## src/rtl/ld_ext_pipe_pkg.sv

```systemverilog
// Shared load-path control encodings: extension op and access size.
package ctrl_encode_def;

    localparam logic EXT_SIGNED = 1'b1;
    localparam logic EXT_ZERO   = 1'b0;

    typedef enum logic [1:0] {
        SZ_BYTE = 2'b00,
        SZ_HALF = 2'b01,
        SZ_WORD = 2'b10,
        SZ_RSVD = 2'b11
    } size_e;

endpackage

```

## src/rtl/ld_ext_lane.sv

```systemverilog
// Combinational lane extractor: masks the byte offset to the access size,
// selects the addressed byte/half/word and sign- or zero-extends it.
// Optional misalignment flag when LD_EXT_MISALIGN_CHK_EN is defined.
module ld_ext_lane
    import ctrl_encode_def::*;
#(
    parameter int DATA_W = 32,
    parameter int OFF_W  = $clog2(DATA_W / 8)
) (
    input  logic [DATA_W-1:0] data,
    input  logic [OFF_W-1:0]  off,
    input  logic [1:0]        size,
    input  logic              extop,
    output logic [DATA_W-1:0] res,
    output logic              err
);

    size_e             sz;
    logic [OFF_W-1:0]  eff_off;
    logic [31:0]       lane;
    logic              fill;

    assign sz = size_e'(size);

    // Offset masking, lane select and extension of the selected field.
    always_comb begin
        // NOTE: every output of this block gets a default first, so no path leaves it unassigned and no latch is inferred.
        eff_off = off;
        lane    = '0;
        fill    = 1'b0;
        res     = '0;
        case (sz)
            SZ_BYTE: eff_off = off;
            SZ_HALF: eff_off = off & ~OFF_W'(1);
            default: eff_off = off & ~OFF_W'(3);   // word and reserved
        endcase
        lane = 32'(data >> {eff_off, 3'b000});
        case (sz)
            SZ_BYTE: begin
                fill      = (extop == EXT_SIGNED) && lane[7];
                res       = {DATA_W{fill}};
                res[7:0]  = lane[7:0];
            end
            SZ_HALF: begin
                fill      = (extop == EXT_SIGNED) && lane[15];
                res       = {DATA_W{fill}};
                res[15:0] = lane[15:0];
            end
            default: begin
                fill      = (extop == EXT_SIGNED) && lane[31];
                res       = {DATA_W{fill}};
                res[31:0] = lane;
            end
        endcase
    end

`ifdef LD_EXT_MISALIGN_CHK_EN
    assign err = ((sz == SZ_HALF) && off[0])
              || ((sz == SZ_WORD) && (off[1:0] != 2'b00))
              ||  (sz == SZ_RSVD);
`else
    assign err = 1'b0;
`endif

endmodule

```

## src/rtl/ld_ext_pipe.sv

```systemverilog
// Registered load extender: lane extraction followed by a main register
// and a one-entry skid register behind valid/ready handshakes.
// in_ready is registered (= !valid_s) and never depends on out_ready.
// Optional macro: LD_EXT_MISALIGN_CHK_EN enables out_err reporting.
module ld_ext_pipe #(
    parameter int DATA_W = 32,
    parameter int OFF_W  = $clog2(DATA_W / 8)
) (
    input  logic              clk,
    input  logic              rstn,
    input  logic              in_valid,
    output logic              in_ready,
    input  logic [DATA_W-1:0] in_data,
    input  logic [OFF_W-1:0]  in_off,
    input  logic [1:0]        in_size,
    input  logic              in_extop,
    output logic              out_valid,
    input  logic              out_ready,
    output logic [DATA_W-1:0] out_data,
    output logic              out_err
);

    logic [DATA_W-1:0] lane_data;
    logic              lane_err;

    logic              valid_m, valid_s, ready_q;
    logic [DATA_W-1:0] data_m, data_s;
    logic              err_m, err_s;

    logic              valid_m_nxt, valid_s_nxt;
    logic [DATA_W-1:0] data_m_nxt, data_s_nxt;
    logic              err_m_nxt, err_s_nxt;

    logic              accept, drain;

    ld_ext_lane #(.DATA_W(DATA_W), .OFF_W(OFF_W)) u_lane (
        .data  (in_data),
        .off   (in_off),
        .size  (in_size),
        .extop (in_extop),
        .res   (lane_data),
        .err   (lane_err)
    );

    assign accept = in_valid && ready_q;
    assign drain  = valid_m && out_ready;

    // Next-state for main/skid: refill main from skid first, else from input.
    always_comb begin
        valid_m_nxt = valid_m;
        valid_s_nxt = valid_s;
        data_m_nxt  = data_m;
        data_s_nxt  = data_s;
        err_m_nxt   = err_m;
        err_s_nxt   = err_s;
        if (!valid_m || drain) begin
            if (valid_s) begin
                // in_ready is low whenever the skid is full, so no accept here.
                valid_m_nxt = 1'b1;
                data_m_nxt  = data_s;
                err_m_nxt   = err_s;
                valid_s_nxt = 1'b0;
            end else if (accept) begin
                valid_m_nxt = 1'b1;
                data_m_nxt  = lane_data;
                err_m_nxt   = lane_err;
            end else begin
                valid_m_nxt = 1'b0;
            end
        end else if (accept) begin
            valid_s_nxt = 1'b1;
            data_s_nxt  = lane_data;
            err_s_nxt   = lane_err;
        end
    end

    // State registers with synchronous reset; in_ready tracks the next skid state.
    always_ff @(posedge clk) begin
        if (!rstn) begin
            // NOTE: data registers are reset too, because out_data/out_err must read 0 during reset.
            valid_m <= 1'b0;
            valid_s <= 1'b0;
            ready_q <= 1'b0;
            data_m  <= '0;
            data_s  <= '0;
            err_m   <= 1'b0;
            err_s   <= 1'b0;
        end else begin
            // NOTE: non-blocking assignments so every register samples pre-edge values.
            valid_m <= valid_m_nxt;
            valid_s <= valid_s_nxt;
            ready_q <= !valid_s_nxt;
            data_m  <= data_m_nxt;
            data_s  <= data_s_nxt;
            err_m   <= err_m_nxt;
            err_s   <= err_s_nxt;
        end
    end

    assign in_ready  = ready_q;
    assign out_valid = valid_m;
    assign out_data  = data_m;
    assign out_err   = err_m;

endmodule
```

## config.mk

```make
export PLATFORM = sky130hd
export DESIGN_NAME = ld_ext_pipe
export DESIGN_NICKNAME = d
export VERILOG_FILES = /design/src/rtl/ld_ext_pipe_pkg.sv /design/src/rtl/ld_ext_lane.sv /design/src/rtl/ld_ext_pipe.sv
export SDC_FILE = /design/constraint.sdc
export NUM_CORES = 1
export LEC_CHECK = 0
export ABC_AREA = 1
export CAP_MARGIN = 15
export CORE_AREA = 2 2 97 99
export DETAILED_ROUTE_END_ITERATION = 6
export DIE_AREA = 0 0 99 101
export PLACE_DENSITY = 0.75
export SYNTH_ARGS = -nofsm -noshare
export SYNTH_HDL_FRONTEND = slang
export SYNTH_HIERARCHICAL = 1
export SYNTH_SLANG_ARGS = --single-unit
```

## constraint.sdc

```tcl
create_clock -name clk -period 1.83 [get_ports clk]
set_input_delay 0.549 -clock clk [delete_from_list [all_inputs] [get_ports clk]]
set_output_delay 0.549 -clock clk [all_outputs]
set_load 0.05 [all_outputs]
```

==> results_dict.tcl, run 1 <==
set metrics [dict create \
    hold_path.class "reg -> reg" \
    vias 4195 \
    die_y_um 101 \
    syn_area_per_cell_um2 6.21 \
    clkPwrFrac_pct 35.4 \
    ios 76 \
    syn_area_um2 4170 \
    setup_viol 0 \
    slew_violations 0 \
    pre_cts_ws_ns -0.848 \
    async_flop_share_pct 0 \
    drt_iter0_markers 159 \
    path_delay_family "simple AND/OR/NAND/NOR gates" \
    timing.rr.start "in_ready$_SDFF_PN0_" \
    track_usage_pct 21.4 \
    p_int_mw 2.93 \
    r2r_setup_slack_ns 0.61 \
    setup_ws_ns 0.0373 \
    clk_path_buf_depth 2 \
    max_cap_violations 0 \
    grt_max_degree 68 \
    portBuffers 75 \
    instances_no_fill 895 \
    dieWidth_um 99 \
    worstSetupStartpointType "primary input" \
    die_area_um2 10000 \
    synth_commonest_cells "229 x nand2_1, 108 x nor2_1, 83 x inv_1" \
    seq_power_share_pct 38.2 \
    p_sw_share_pct 30.8 \
    synthFlopType "dfxtp_1" \
    cp_num_buf_inv 5 \
    grt_pass1_vias 3912 \
    fin_crit_ns 1.79 \
    critPathMaxStageDelay_ns 0.20 \
    ys_seq_area_share_pct 33.1 \
    reg2reg_to "data_s[28]$_SDFFE_PN0P_" \
    crit_required_ns 2.12 \
    wire_per_inst_um 12.0 \
    status "finished, final reports clean" \
    met3_usage_pct 2.98 \
    drtAntennaViolNets 0 \
    holdPathStages 2 \
    routed_wl_mm 10.7 \
    ys_top_cells_by_area "dfxtp_1 33%, nand2_1 21%, nor2_1 9.7%" \
    synth_top_cell_area_share_pct 33.1 \
    cts_htree_levels 3 \
    crit_path_end_kind "register" \
    critPathKind "in -> reg" \
    clkSinkCount 69 \
    cts_made_buffers 9 \
    path_cells "buf_2 > nor2_4 > buf_6 > buf_4 > nand3_2 > nand3_2 > nand3b_4 > clkbuf_16 > nand3_2 > inv_2 > o21ai_2 > nor2_2 > nor2_1" \
    syn2layout_area_growth_pct 36.4 \
    switching_power_mw 1.31 \
    hold_violations 0 \
    ir_drop_v 0.000475 \
    power.density_nw_per_um2 746 \
    vias_per_cell 4.69 \
    met2_usage_pct 37.4 \
    min_to "data_s[6]$_SDFFE_PN0P_" \
    overflow 0 \
    antenna_cells 0 \
    whs_ns 0.485 \
    hold_buffers 0 \
    busiest_layer "met2" \
    clk_latency_ns 0.35 \
    cts_tree "done" \
    drive_above_1_share_pct 24.5 \
    yosysUniqueCellTypes 32 \
    antenna_found_initial 0 \
    fin_worst_skew_ns 0.0104 \
    syn_inst 671 \
    cts_root_buf "clkbuf_8" \
    crit_slowest_cell "clkbuf_16" \
    place_inst 867 \
    start_util_pct 46.4 \
    drc 0 \
    hpwl_mm 7.55 \
    leakagePower_nw 2.87 \
    grt.met1_usage_pct 27.1 \
    fmax_ghz 0.558 \
    period_share_pct 98.0 \
    fin_setup_tns_ns 0 \
    hp-start "data_s[6]$_SDFFE_PN0P_" \
    yosysWarnings 6 \
    crit_fanout 7 \
    pwr-share-comb_pct 26.4 \
    total_power_mw 4.24 \
    synth_edf_count 0 \
    synth.most_common_cell "nand2_1" \
    synth_top_cell_by_area "dfxtp_1" \
    core-area_um2 8980 \
    fin_nets 821 \
    drt_pass1_iterations 4 \
    clkTransAtPathRegs_ns 0.08 \
    critPathMostFrequentCell "nand3_2" \
    synth-seq-cells 69 \
    gp_congestion 0.922 \
    syn-num-nets 712 \
    r2r_cells 6 \
    fillers 786 \
    arrival_ns 2.08 \
    rows 35 \
    grt_pass1_wl_mm 17.4 \
]
==> worst min-delay path, stage by stage (launching register included) <==
cell	delay (ns)
dfxtp_1	0.33
nor2_1	0.05
nor2_1	0.08
==> cells in the final DEF (no fill, tap or decap), drive strengths merged <==
cell           count
a21oi              2
and2               1
buf               96
bufinv             3
clkbuf            12
clkdlybuf4s15      1
clkdlybuf4s50     34
clkinv             3
conb               1
dfxtp             69
dlygate4sd2        2
inv               87
mux2i              3
nand2            237
nand3             28
nand3b             1
nand4              1
nor2             140
o211ai             2
o21ai             51
o22ai              2
or2                8
==> registers in the layout, summed over array words and instances (netlist names) <==
name,count
out_valid,1
data_s,32
err_s,1
out_data,32
out_err,1
valid_s,1
in_ready,1
==> power by group through the flow <==
| stage | Combinational (mW) | Clock, mW | Sequential, mW |
|---|---|---|---|
| CTS | 1.09 | 1.53 | 1.62 |
| global route | 1.22 | 1.59 | 1.63 |
| global placement | 1.06 | 0 | 1.65 |
| floorplan | 0.477 | 0 | 1.85 |
| finish | 1.12 | 1.50 | 1.62 |
| detailed placement | 1.07 | 0 | 1.65 |
==> worst max path at each step <==
stage | start | to | slack, ns | cells after the start
2_1_floorplan | in_size[0] | out_data[27]$_SDFFE_PN0P_ | 0.06 | 12
3_3_place_gp | in_size[1] | out_data[6]$_SDFFE_PN0P_ | -0.76 | 12
3_5_place_dp | in_size[1] | out_data[16]$_SDFFE_PN0P_ | -0.85 | 11
4_1_cts | in_size[1] | out_data[20]$_SDFFE_PN0P_ | -0.01 | 12
5_1_grt | in_size[1] | out_data[17]$_SDFFE_PN0P_ | -0.02 | 13
6_report | in_size[1] | out_data[16]$_SDFFE_PN0P_ | 0.04 | 13
==> layer usage <==
| metal | wire [um] | up-vias |
|---|---|---|
| li1 | - | 2214 |
| met1 | 4920 | 1876 |
| met2 | 5190 | 89 |
| met3 | 401 | 16 |
| met4 | 188 | 0 |
| met5 | 0 | - |
==> repair_timing <==
action,4_1_cts,5_1_grt
endpoints found under the setup margin,64,41
setup buffers,7,4
gates cloned,0,2
pin swaps,3,12
resized for setup,25,39
==> stage by stage <==
step	util (%)	cell area [um^2]
CTS	62.0	5560
global route	63.3	5690
global placement	58.4	5250
floorplan	-	4170
finish	63.3	5690
detailed placement	58.4	5250
==> logic make-up (layout without fill, tap and decap cells) <==
family,count (synthesis),count (layout),share of synthesized area (%)
other cells,1,1,0.0899
mux,3,3,0.720
simple gates,416,416,44.7
flops,69,69,33.1
buf+inv,125,238,14.2
compound gates,57,57,7.11
==> area by class of cell <==
cell class	count	area (um^2)	share of cell area, %
tap	111	139	2.44
multi-input combinational	477	2260	39.7
sequential	69	1380	24.3
clock inverter	6	113	1.98
clock buffer	9	124	2.18
timing repair buffer	136	1340	23.5
inverter	87	332	5.83
Power figures use the tool's default switching activity.
==> inputs of run 2 (changes only) <==
==> constraint.sdc (replaced) <==
create_clock -name clk -period 1.83 [get_ports clk]
set_input_delay 0.366 -clock clk [delete_from_list [all_inputs] [get_ports clk]]
set_output_delay 0.366 -clock clk [all_outputs]
set_load 0.05 [all_outputs]
==> results_dict.tcl, run 2 (synthesized netlist as in run 1, its figures left out) <==
set metrics [dict create \
    status "finished, final reports clean" \
    timing.rr.start "in_ready$_SDFF_PN0_" \
    ir_drop_v 0.000398 \
    clkTransAtPathRegs_ns 0.08 \
    fin_worst_skew_ns 0.0103 \
    dieWidth_um 99 \
    cts_made_buffers 9 \
    setup_viol 0 \
    period_share_pct 92.0 \
    critPathMaxStageDelay_ns 0.51 \
    cts_root_buf "clkbuf_8" \
    fmax_ghz 0.594 \
    grt_pass1_wl_mm 16.7 \
    arrival_ns 1.97 \
    die_area_um2 10000 \
    wl_met1_mm 4.52 \
    drt_pass1_iterations 4 \
    crit_slowest_cell "clkdlybuf4s50_1" \
    critPathKind "in -> reg" \
    switching_power_mw 1.30 \
    worstSetupStartpointType "primary input" \
    final_cell_mix "229 x nand2_1, 108 x nor2_1, 83 x inv_1" \
    max_cap_violations 0 \
    fin_crit_ns 1.68 \
    path_delay_family "buffers and inverters" \
    cp_num_buf_inv 3 \
    cts_htree_levels 3 \
    routed_wl_mm 9.90 \
    core-area_um2 8980 \
    power.density_nw_per_um2 776 \
    drtAntennaViolNets 0 \
    start_util_pct 46.4 \
    seq_power_share_pct 38.5 \
    crit_required_ns 2.12 \
    track_usage_pct 20.7 \
    rsz0062_at_grt "no" \
    clk_path_buf_depth 2 \
    clkSinkCount 69 \
    fin_setup_tns_ns 0 \
    pwr-share-comb_pct 24.7 \
    hold_path.class "reg -> reg" \
    drive_above_1_share_pct 20.3 \
    hold_buffers 0 \
    total_power_mw 4.19 \
    hold_violations 0 \
    place_inst 858 \
    hpwl_mm 7.17 \
    drc 0 \
    place_area_um2 5120 \
    instances_no_fill 875 \
    critPathMostFrequentCell "nand3_1" \
    overflow 0 \
    final_common_cell "nand2_1" \
    clkPwrFrac_pct 36.8 \
    grt_pass1_vias 3809 \
    path_cells "clkdlybuf4s50_1 > nand3_1 > nand3_1 > nand3b_4 > buf_12 > nand3_1 > inv_1 > o21ai_0 > nor2_2 > nor2_1" \
    top_layer_used "met4" \
    setup_ws_ns 0.147 \
    crit_fanout 15 \
    wl_met2_mm 4.82 \
    hp-start "data_s[27]$_SDFFE_PN0P_" \
    fin_nets 800 \
    rows 35 \
    syn2layout_area_growth_pct 29.4 \
    gp_congestion 0.976 \
    p_sw_share_pct 31.0 \
    portBuffers 75 \
    die_y_um 101 \
    p_int_mw 2.89 \
    ios 76 \
    crit_path_end_kind "register" \
    antenna_found_initial 0 \
    critPathLaunch "in_data[31]" \
    slew_violations 0 \
    clk_latency_ns 0.35 \
    dr_wl_met3_um 424 \
    drt_iter0_markers 180 \
    vias_per_cell 4.65 \
    cts_tree "done" \
    antenna_cells 0 \
    pre_cts_ws_ns -0.579 \
    grt_max_degree 68 \
    final_cell_area_um2 5390 \
    vias 4072 \
    leakagePower_nw 2.75 \
    wire_per_inst_um 11.3 \
]
-- run 2: per-layer routing --
metal  track usage [%]  vias up
met1              26.0     1822
met5                 0        -
met3              4.85       15
li1                  -     2170
met4              5.80        0
met2              35.6       65
-- run 2: timing repair --
item,CTS,global route
setup buffers,1,0
pin swaps,1,1
resized for setup,18,5
hold endpoints to repair,0,0
setup endpoints to repair,39,42
-- run 2: worst paths after layout --
kind,to,slack (ns),cells after the start
hold reg to reg,data_s[27]$_SDFFE_PN0P_,0.48,2
setup reg to reg,out_data[28]$_SDFFE_PN0P_,0.61,7
hold / removal,data_s[27]$_SDFFE_PN0P_,0.48,2
setup / recovery,out_data[28]$_SDFFE_PN0P_,0.15,10
-- run 2: through the flow --
stage / hold slack (ns) / utilization (%)
finish: 0.484 / 60.1
global route: 0.505 / 60.1
CTS: 0.486 / 60.0
detailed placement: 0.472 / 57.0
global placement: 0.462 / 57.0
floorplan: 0.455 / -
-- run 2: power groups by stage --
stage / clock (mW) / sequential, mW / combinational [mW]
6_report: 1.54 / 1.61 / 1.03
5_1_grt: 1.63 / 1.62 / 1.14
4_1_cts: 1.56 / 1.61 / 1.04
3_5_place_dp: 0 / 1.65 / 1.03
3_3_place_gp: 0 / 1.64 / 1.02
2_1_floorplan: 0 / 1.85 / 0.477
-- run 2: tightest hold or removal path: cells and delay by family, from the launching register on --
kind | cells | cell delay [ns]
flip-flops | 1 | 0.33
AND/OR/NAND/NOR | 2 | 0.12
-- run 2: layout make-up --
class | instances | area [um^2]
clock buffer | 9 | 124
tap | 111 | 139
timing repair buffer | 115 | 1090
sequential | 69 | 1380
clock inverter | 7 | 121
multi-input combinational | 477 | 2200
inverter | 87 | 332
fill | 838 | 3580
